`src/rtl/fishing_pkg.sv`:
```
// Shared definitions for the fishing scene: line-state encoding, scene
// geometry, animation timing and the 8-bit RGB palette.
package fishing_pkg;

  typedef enum logic [2:0] {
    ST_IDLE    = 3'd0,
    ST_CASTING = 3'd1,
    ST_WAITING = 3'd2,
    ST_BITE    = 3'd3,
    ST_CAUGHT  = 3'd4
  } line_state_t;

  // Horizontal visible window and the last line of a frame
  localparam logic [9:0] H_ACT_START = 10'd144;
  localparam logic [9:0] H_ACT_END   = 10'd784;
  localparam logic [9:0] V_LAST      = 10'd524;

  // Scene geometry
  localparam logic [9:0] WATER_V    = 10'd259;
  localparam logic [9:0] LINE_TOP   = 10'd35;
  localparam logic [9:0] FISH_Y     = 10'd400;
  localparam logic [9:0] FISH_W     = 10'd32;
  localparam logic [9:0] FISH_H     = 10'd16;
  localparam logic [9:0] FISH_SPEED = 10'd2;
  localparam logic [9:0] BOB_X      = 10'd464;
  localparam logic [9:0] BOB_SIZE   = 10'd8;
  localparam logic [9:0] CAST_START = 10'd200;
  localparam logic [9:0] CAST_STEP  = 10'd4;
  localparam logic [9:0] NEAR_DIST  = 10'd64;

  // Frame-count timing; one shared timer wide enough for the longest wait
  localparam int         TMR_W      = 7;
  localparam int         BITE_WAIT  = 120;
  localparam int         BITE_WIN   = 60;
  localparam int         CATCH_HOLD = 60;
  localparam logic [6:0] WAIT_LAST  = 7'(BITE_WAIT - 1);
  localparam logic [6:0] WIN_LAST   = 7'(BITE_WIN - 1);
  localparam logic [6:0] HOLD_LAST  = 7'(CATCH_HOLD - 1);

  // Palette, RRR_GGG_BB
  localparam logic [7:0] COL_RED    = 8'b111_000_00;
  localparam logic [7:0] COL_ORANGE = 8'b111_100_00;
  localparam logic [7:0] COL_WHITE  = 8'b111_111_11;
  localparam logic [7:0] COL_SKY    = 8'b010_110_11;
  localparam logic [7:0] COL_WATER  = 8'b000_001_10;

  // v within [lo, lo+len); the upper bound is formed in 11 bits so it never wraps
  function automatic logic in_span(input logic [9:0] v, input logic [9:0] lo,
                                   input logic [9:0] len);
    logic [10:0] hi;
    hi = {1'b0, lo} + {1'b0, len};
    return (v >= lo) && ({1'b0, v} < hi);
  endfunction

endpackage

```
`src/rtl/fish_mover.sv`:
```
// Fish horizontal position: ping-pongs between the left edge of the visible
// window and the last column where the whole fish box still fits.
module fish_mover
  import fishing_pkg::*;
(
  input  logic       clk,
  input  logic       reset,
  input  logic       frame_tick,
  input  logic       respawn,
  output logic [9:0] fish_x,
  output logic       fish_dir   // 1 = moving right
);

  localparam logic [9:0] X_MAX = H_ACT_END - FISH_W;

  logic [10:0] x_fwd, x_back;

  // Candidate positions one step each way, 11 bits wide
  always_comb begin
    x_fwd  = {1'b0, fish_x} + {1'b0, FISH_SPEED};
    x_back = {1'b0, fish_x} - {1'b0, FISH_SPEED};
  end

  // One step per frame; reaching a bound clamps there and turns the fish around
  always_ff @(posedge clk or posedge reset) begin
    if (reset) begin
      fish_x   <= H_ACT_START;
      fish_dir <= 1'b1;
    end else if (frame_tick) begin
      if (respawn) begin
        fish_x   <= H_ACT_START;
        fish_dir <= 1'b1;
      end else if (fish_dir) begin
        if (x_fwd >= {1'b0, X_MAX}) begin
          fish_x   <= X_MAX;
          fish_dir <= 1'b0;
        end else begin
          fish_x   <= x_fwd[9:0];
        end
      end else begin
        // fish_x never drops below H_ACT_START, so x_back cannot underflow
        if (x_back <= {1'b0, H_ACT_START}) begin
          fish_x   <= H_ACT_START;
          fish_dir <= 1'b1;
        end else begin
          fish_x   <= x_back[9:0];
        end
      end
    end
  end

endmodule

```
`src/rtl/scene_renderer.sv`:
```
// Fishing scene pixel stage: frame tick detection, button latches, the
// cast/bite/reel line FSM and a priority draw mux into registered RGB.
// Optional BITE_FLASH_EN: bobber flashes red/white every 8 frames while BITE.
module scene_renderer
  import fishing_pkg::*;
(
  input  logic       clk,
  input  logic       reset,
  input  logic [9:0] hCount,
  input  logic [9:0] vCount,
  input  logic       sky,
  input  logic       water,
  input  logic       btn_cast,
  input  logic       btn_reel,
  output logic [2:0] red,
  output logic [2:0] green,
  output logic [1:0] blue,
  output logic [2:0] fsm_state,
  output logic       catch_pulse
);

  logic [9:0]       vcount_q;
  logic             frame_tick;
  logic             cast_q, reel_q, cast_rise, reel_rise;
  logic             cast_p, reel_p;
  line_state_t      state, state_n;
  logic [TMR_W-1:0] timer, timer_n;
  logic [9:0]       bob_y, bob_y_n;
  logic             respawn, catch_n;
  logic [9:0]       fish_x;
  logic             fish_dir;
  logic [10:0]      bob_step, fish_ctr;
  logic             fish_near;
  logic [7:0]       bob_col, pix_n, pix;
  logic             bob_on, fish_on, line_on;

  // Delayed vCount; its 524 -> 0 wrap marks the frame boundary
  always_ff @(posedge clk or posedge reset) begin
    if (reset) vcount_q <= '0;
    else       vcount_q <= vCount;
  end

  assign frame_tick = (vcount_q == V_LAST) && (vCount == 10'd0);
  assign cast_rise  = btn_cast & ~cast_q;
  assign reel_rise  = btn_reel & ~reel_q;

  // Press latches: consumed on frame_tick; an edge in that same clk carries over
  always_ff @(posedge clk or posedge reset) begin
    if (reset) begin
      cast_q <= 1'b0;
      reel_q <= 1'b0;
      cast_p <= 1'b0;
      reel_p <= 1'b0;
    end else begin
      cast_q <= btn_cast;
      reel_q <= btn_reel;
      if (frame_tick) begin
        cast_p <= cast_rise;
        reel_p <= reel_rise;
      end else begin
        cast_p <= cast_p | cast_rise;
        reel_p <= reel_p | reel_rise;
      end
    end
  end

  fish_mover u_fish (
    .clk        (clk),
    .reset      (reset),
    .frame_tick (frame_tick),
    .respawn    (respawn),
    .fish_x     (fish_x),
    .fish_dir   (fish_dir)
  );

  // Bite test: fish centre strictly within NEAR_DIST of the bobber column
  always_comb begin
    bob_step  = {1'b0, bob_y} + {1'b0, CAST_STEP};
    fish_ctr  = {1'b0, fish_x} + {2'b0, FISH_W[9:1]};
    fish_near = (fish_ctr > ({1'b0, BOB_X} - {1'b0, NEAR_DIST})) &&
                (fish_ctr < ({1'b0, BOB_X} + {1'b0, NEAR_DIST}));
  end

  // Line FSM next state; everything advances only on frame_tick
  always_comb begin
    state_n = state;
    timer_n = timer;
    bob_y_n = bob_y;
    respawn = 1'b0;
    catch_n = 1'b0;
    if (frame_tick) begin
      case (state)
        ST_IDLE: begin
          if (cast_p) begin
            state_n = ST_CASTING;
            bob_y_n = CAST_START;
            timer_n = '0;
          end
        end
        ST_CASTING: begin
          if (bob_step >= {1'b0, WATER_V}) begin
            state_n = ST_WAITING;
            bob_y_n = WATER_V;
            timer_n = '0;
          end else begin
            bob_y_n = bob_step[9:0];
          end
        end
        ST_WAITING: begin
          if (reel_p) begin
            state_n = ST_IDLE;
            timer_n = '0;
          end else if (timer == WAIT_LAST) begin
            timer_n = '0;
            if (fish_near) state_n = ST_BITE;
          end else begin
            timer_n = timer + 1'b1;
          end
        end
        ST_BITE: begin
          if (reel_p) begin
            state_n = ST_CAUGHT;
            timer_n = '0;
            catch_n = 1'b1;
          end else if (timer == WIN_LAST) begin
            state_n = ST_WAITING;
            timer_n = '0;
          end else begin
            timer_n = timer + 1'b1;
          end
        end
        ST_CAUGHT: begin
          if (timer == HOLD_LAST) begin
            state_n = ST_IDLE;
            timer_n = '0;
            respawn = 1'b1;
          end else begin
            timer_n = timer + 1'b1;
          end
        end
        default: begin
          state_n = ST_IDLE;
          timer_n = '0;
        end
      endcase
    end
  end

  // Line FSM registers; catch_pulse lines up with the first CAUGHT clk
  always_ff @(posedge clk or posedge reset) begin
    if (reset) begin
      state       <= ST_IDLE;
      timer       <= '0;
      bob_y       <= CAST_START;
      catch_pulse <= 1'b0;
    end else begin
      state       <= state_n;
      timer       <= timer_n;
      bob_y       <= bob_y_n;
      catch_pulse <= catch_n;
    end
  end

  assign fsm_state = state;

`ifdef BITE_FLASH_EN
  logic [3:0] flash_cnt;

  // Free-running frame counter; bit 3 flips every 8 frames
  always_ff @(posedge clk or posedge reset) begin
    if (reset)           flash_cnt <= '0;
    else if (frame_tick) flash_cnt <= flash_cnt + 4'd1;
  end

  assign bob_col = ((state == ST_BITE) && flash_cnt[3]) ? COL_WHITE : COL_RED;
`else
  assign bob_col = COL_RED;
`endif

  // Draw mux: bobber > fish > line > sky/water > black
  always_comb begin
    bob_on  = (state != ST_IDLE) && in_span(hCount, BOB_X, BOB_SIZE) &&
              in_span(vCount, bob_y, BOB_SIZE);
    fish_on = (state != ST_CAUGHT) && in_span(hCount, fish_x, FISH_W) &&
              in_span(vCount, FISH_Y, FISH_H);
    line_on = (state != ST_IDLE) && (hCount == BOB_X) &&
              (vCount >= LINE_TOP) && (vCount < bob_y);
    pix_n = 8'd0;
    if (bob_on)       pix_n = bob_col;
    else if (fish_on) pix_n = COL_ORANGE;
    else if (line_on) pix_n = COL_WHITE;
    else if (sky)     pix_n = COL_SKY;
    else if (water)   pix_n = COL_WATER;
  end

  // Output colour register, one clk behind the pixel counters
  always_ff @(posedge clk or posedge reset) begin
    if (reset) pix <= 8'd0;
    else       pix <= pix_n;
  end

  assign red   = pix[7:5];
  assign green = pix[4:2];
  assign blue  = pix[1:0];

endmodule

```
`config.mk`:
```
export PLATFORM = sky130hd
export DESIGN_NAME = scene_renderer
export DESIGN_NICKNAME = d
export VERILOG_FILES = /design/src/rtl/fishing_pkg.sv /design/src/rtl/fish_mover.sv /design/src/rtl/scene_renderer.sv
export SDC_FILE = /design/constraint.sdc
export NUM_CORES = 1
export LEC_CHECK = 0
export CORE_MARGIN = 2
export CORE_UTILIZATION = 59
export CTS_CLUSTER_SIZE = 8
export DETAILED_ROUTE_END_ITERATION = 16
export MAX_ROUTING_LAYER = met4
export PLACE_DENSITY = 0.79
export SLEW_MARGIN = 15
export SYNTH_ARGS = -nofsm -noshare
export SYNTH_HDL_FRONTEND = slang
export SYNTH_SLANG_ARGS = --single-unit
```
`constraint.sdc`:
```
create_clock -name clk -period 8.1 [get_ports clk]
set_input_delay 1.62 -clock clk [delete_from_list [all_inputs] [get_ports clk]]
set_output_delay 1.62 -clock clk [all_outputs]
set_load 0.01 [all_outputs]
```
Word-level counts from Yosys, hierarchy flattened
Cells that the tools add are included.
{"block": "word_totals", "register_bits": 54, "input_bits": 26, "out_inout_bits": 12, "elab_cells": 115}
{"block": "op_classes", "addsub": 7, "magnitude_cmp": 15, "eq_ne": 15, "mux": 40, "n_bitwise": 6, "n_reduce_logical": 20}
{"operator": "10-bit two-way mux", "n": 6}
{"operator": "7-bit two-way mux", "n": 7}
{"operator": "7-bit one-hot mux with 5 select lines", "n": 1}
{"operator": "3-bit two-way mux", "n": 9}
{"operator": "8-bit two-way mux", "n": 3}
{"operator": "10-bit by 11-bit < comparator with 1-bit output", "n": 2}
{"operator": "10-bit >= comparator", "n": 2}
{"operator": "10-bit by 9-bit >= comparator with 1-bit output, second input constant", "n": 2}
{"operator": "10-bit by 9-bit < comparator with 1-bit output, second input constant", "n": 2}
{"operator": "10-bit one-hot mux with 2 select lines", "n": 1}
{"operator": "3-bit one-hot mux with 5 select lines", "n": 1}
{"operator": "1-bit logical AND", "n": 13}
{"operator": "1-bit two-way mux", "n": 12}
{"operator": "3-bit inequality test, second input constant", "n": 4}
{"operator": "10-bit by 2-bit adder with 11-bit output, second input constant", "n": 1}
{"operator": "10-bit by 3-bit adder with 11-bit output, second input constant", "n": 1}
{"operator": "10-bit by 4-bit adder with 11-bit output, second input constant", "n": 1}
{"operator": "10-bit by 5-bit adder with 11-bit output, second input constant", "n": 1}
{"operator": "10-bit by 6-bit adder with 11-bit output, second input constant", "n": 1}
{"operator": "11-bit by 10-bit >= comparator with 1-bit output, second input constant", "n": 1}
{"operator": "11-bit by 9-bit >= comparator with 1-bit output, second input constant", "n": 1}
{"operator": "11-bit by 9-bit > comparator with 1-bit output, second input constant", "n": 1}
{"operator": "11-bit by 8-bit <= comparator with 1-bit output, second input constant", "n": 1}
{"operator": "11-bit by 10-bit < comparator with 1-bit output, second input constant", "n": 1}
{"operator": "other kinds (21)", "n": 28}

Logic depth before layout (Yosys ltp)
{"block": "depth", "ltp_word": 7, "depth_mapped": 12, "ltp_nobuf": 11}

By module
Synthesis repeated with hierarchy kept, for this count alone.
{"block": "hier_totals", "cells_unflattened": 526, "area_unflattened_um2": 4466.8}
{"module": "scene_renderer", "instances": 1, "cells_each": 364, "area_per_inst_um2": 3225.6, "seq_area_each_um2": 1004.7}
{"module": "fish_mover", "instances": 1, "cells_each": 162, "area_per_inst_um2": 1241.2, "seq_area_each_um2": 254.0}

Worst setup path after synthesis
No wires, ideal clock.
{"block": "synth_path", "path_kind": "input to register", "start": "in vCount[7]", "end": "reg timer[3]", "setup_ps": 92, "arrival_ps": 3407, "required_time_ps": 8008, "setup_slack_ps": 4601, "path_stages": 8, "path_buffers": 2, "path_cell_list": "nor4_2 > nand4_1 > or2_1 > clkbuf_1 > a311o_1 > buf_6 > or2_4 > o31ai_2"}
{"block": "synth_via", "elab_chain_cells": 3}
{"item": "start: declaration", "line_no": "scene_renderer.sv:10", "text": "input logic [9:0] vCount,"}
{"item": "10-bit logical NOT", "line_no": "scene_renderer.sv:43", "text": "assign frame_tick = (vcount_q == V_LAST) && (vCount == 10'd0);"}
{"item": "1-bit logical AND", "line_no": "scene_renderer.sv:43"}
{"item": "3-bit AND reduction (no line)"}
{"item": "end signal: assignment", "line_no": "scene_renderer.sv:158", "text": "timer <= timer_n;"}
{"item": "end: declaration", "line_no": "scene_renderer.sv:27", "text": "logic [TMR_W-1:0] timer, timer_n;"}
Every way passes these cells.
A chain may end at the register's enable or synchronous reset.

Final worst setup path
{"block": "layout_path", "start": "in vCount[4]", "end": "reg u_fish.fish_x[7]"}
{"block": "layout_via", "elab_chain_cells": 4}
{"item": "10-bit logical NOT (*)", "line_no": "scene_renderer.sv:43"}
{"item": "1-bit logical AND (*)", "line_no": "scene_renderer.sv:43"}
{"item": "1-bit two-way mux", "line_no": "scene_renderer.sv:91", "text": "if (frame_tick) begin"}
{"item": "10-bit two-way mux", "line_no": "fish_mover.sv:30", "text": "if (respawn) begin"}
{"item": "end signal: assignment", "line_no": "fish_mover.sv:38", "text": "fish_x <= x_fwd[9:0];"}
{"item": "end signal: assignment", "line_no": "fish_mover.sv:46", "text": "fish_x <= x_back[9:0];"}
{"item": "end: declaration", "line_no": "fish_mover.sv:10", "text": "output logic [9:0] fish_x,"}
Mark *: on every way between the ends. The rest lies on a longest branch, timed or not.

==> results by group <==
Run status
  • Status: finished, final reports clean

Timing
  • Final period util: 0.5145
  • Setup TNS Final: 0 ns
  • Final setup viols: 0
  • Slew Limit Fails: 0
  • RSZ-0062 raised after global routing: false
  • Clock skew: just under 0.008 ns
  • Max Clk Rate: between 0.2 and 0.25 GHz
  • Final Hold Viols: 0
  • Worst slew margin: 0.4344
  • Worst-Margin Slew: 0.8484 ns
  • Min cycle time layout: 4.168 ns
  • Hold_ws: approximately 0.42 ns

Yosys
  • Post-synth net total: 536
  • Most used DFF post-synth: dfrtp_1
  • Area leader, netlist: dfrtp_1
  • Mux contribution to synthesized area: 0.01293
  • Synth unique cells: 79
  • Sequential element share of the synthesized area: 0.3097
  • Synth Area in Simple Gates: 0.2235
  • Synth Warn #: 0
  • Post-synth ARST share: 1.000
  • Top-area cell type share of the netlist area: 0.2709
  • Mapped Area: approximately 4100 sq um
  • Post-synthesis register bit count: 50
  • Most frequent cell after synthesis: dfrtp_1
  • Commonest cells in the netlist: 44 x dfrtp_1, 43 x ha_1, 33 x inv_1
  • Largest family of logic cells by synthesized area: compound AO/OA/AOI/OAI gates
  • Synth Instances: 467
  • Area contributors post-synth: dfrtp_1 27%, ha_1 13%, dfstp_2 3.9%
  • EDFF count, synth: 0
  • Post-Synth XOR/XNOR Area: 0.03448
  • Synthesized area per cell: about 8.7 sq um
  • Post-synthesis compound-gate area fraction: 0.2300
  • Adder-Cell Fraction of Synth Area: 0.1324

Critical path
  • Critical path buffer and inverter count: 1
  • Worst path max stage delay: between 0.5 and 0.6 ns
  • WP data arrival: approximately 4.4 ns
  • CP max-delay cell: nor3_1
  • Data required, critical path: 8.35 ns
  • Delay-heaviest family, CP: simple AND/OR/NAND/NOR gates
  • Worst Path Max Fanout: 8
  • Startpoint types: input port
  • Critical Path, Cell by Cell: clkdlybuf4s50_1 > nor3_1 > nand4_1 > nor2_1 > nand2b_1 > nor3_1 > a2111oi_0 > a21o_1
  • Worst setup EP type: register
  • Most frequent CP cell: nor3_1
  • Critical path class: in2reg

Power
  • Register share of total power: 0.533
  • P_int: 0.0003689 W
  • Power Density: approximately 110 nW/um^2
  • Fraction of power spent switching nets: 0.2304
  • Peak VDD IR: 0.0001002 V
  • P_sw: 0.0001104 W
  • Share of power burned in the clock network: 0.373
  • LEAKAGE: between 1.5 and 2 nW
  • Combinational power share: 0.094

Finish
  • Layout cell share with drive strength beyond 1: 0.06517
  • Area Overhead vs Synth: 11.58%
  • N_diodes: 0
  • Post-Route Utilization: 0.6749
  • Total Nets Final: 559

GRT
  • Initial antenna violation count: 0
  • First-pass GRT wire length: 17110 microns
  • GRT Total Usage: 0.2939
  • GR Overflow Total: 0
  • Vias in the first global route: 3526
  • Pin count of the biggest net entering global routing: 51

Clocking
  • Root Driver: clkbuf_8
  • Hold Buf Count CTS: 0
  • TritonCTS clock tree: yes
  • Clock Sinks: 50
  • PostCTS Resize Cnt: 0
  • Clk buf depth: 2
  • Clock transition at path regs: 0.10 ns
  • Htree depth: 2
  • Setup Buffers After CTS: 0
  • CTS Buf Count: 5
  • Worst-Skew Late Latency: 0.31 ns

Route
  • Drt via density: 6.357
  • Detailed-route wire length per cell: 17.74 microns
  • DR iter-0 viols: 160
  • Drt pass-1 iters: 4
  • Routed WL: 10130 microns
  • Drt drc: 0
  • Antenna-violating nets left: 0
  • Vias: 3630

Floorplan
  • Initial Utilization: 0.6048
  • Core box area: 6719 sq um
  • Die Y: 87.00 microns
  • Die X: 87.00 microns
  • Ports: 38
  • Row count: 30
  • Die area: 7568 sq um

Placement
  • Post-DP HPWL: 7778 microns
  • Port bufs: 37
  • GP Congestion: 0.9691

Flow run
  • Max-Cap Viols: 0

Worst hold path
  • HP Class: reg2reg
==> registers in the layout, summed over array words and instances (netlist names) <==
| name | count |
|---|---|
| u_fish.fish_x | 9 |
| timer | 7 |
| bob_y | 9 |
| fsm_state | 3 |
| cast_p | 1 |
| reel_p | 1 |
| cast_q | 1 |
| vcount_q | 10 |
| u_fish.fish_dir | 1 |
| pix | 6 |
| catch_pulse | 1 |
| reel_q | 1 |
==> placed cells by master, fill, tap and decap left out, drive strengths merged, types with 5 or more instances in the layout <==
master / instances
a21o: 12
a21oi: 29
and2: 6
and3: 5
clkbuf: 7
clkdlybuf4s50: 37
dfrtp: 44
dfstp: 6
ha: 43
inv: 32
nand2: 30
nand2b: 11
nand3: 20
nand4: 10
nor2: 26
nor3: 16
nor4: 6
o21a: 7
o21ai: 35
o31ai: 5
or2: 5
or3: 5
xnor2: 16
==> stage by stage <==
stage / cell area (sq um) / power (W) / cells / setup slack [ns]
global placement: 4427 / 0.0003039 / 563 / 3.834
global route: 4534 / 0.0004976 / 571 / 3.681
floorplan: 4064 / 0.0002792 / 467 / 4.601
detailed placement: 4427 / 0.0003049 / 563 / 3.673
CTS: 4533 / 0.0004808 / 571 / 4.000
finish: 4534 / 0.0004793 / 571 / 3.932
==> logic make-up (layout without fill, tap and decap cells) <==
group | Yosys count | count (layout)
buffers and inverters | 54 | 78
xor gates and xnor gates | 16 | 16
adders and majority gates | 43 | 43
DFF | 50 | 50
muxes | 5 | 5
AOI/OAI and AO/OA | 139 | 139
and+or+nand+nor | 160 | 160
==> worst reg2reg max path, cell delays in order (launching register included) <==
cell and delay, ns:
dfrtp_1 0.53, inv_1 0.32, ha_1 0.23, or3b_1 0.44, or3_1 0.34, a21o_1 0.17
a32oi_2 0.24, nor3_1 0.18, a2111oi_0 0.45, a21o_1 0.13
==> path summary, 6_finish.rpt <==
path / from / end / slack, ns / cells after the start
worst max-delay path: vCount[4] / u_fish.fish_x[7] / 3.93 / 8
worst min-delay path: reel_q / reel_p / 0.42 / 1
worst max register to register: u_fish.fish_x[5] / u_fish.fish_x[7] / 5.03 / 9
worst min register to register: reel_q / reel_p / 0.42 / 1
max in group asynchronous: reset / timer[3] / 5.81 / 2
min in group asynchronous: reset / pix[1] / 1.77 / 2
==> final cells by class <==
class	count	area, sq um
sequential	50	1259
tap	80	100.1
inverter	33	125.1
timing repair buffer	37	370.4
multi-input combinational	363	2574
clock inverter	1	30.03
fill	556	2185
clock buffer	7	76.32
==> power groups by stage <==
stage          logic (W)  clock network [W]  registers, W
6_report       0.0000452           0.000179      0.000255
5_1_grt        0.0000505           0.000191      0.000256
4_1_cts        0.0000456           0.000180      0.000255
3_5_place_dp   0.0000448                  0      0.000260
3_3_place_gp   0.0000440                  0      0.000260
2_1_floorplan  0.0000189                  0      0.000260
==> layer usage <==
metal,global-route usage,vias up,wire length (microns)
met2,0.4948,89,5106
met4,0.07670,0,157
li1,-,1774,-
met3,0.02844,15,398
met1,0.3803,1752,4465
met5,-,-,0
No activity file was read; power rests on OpenSTA's default activity.
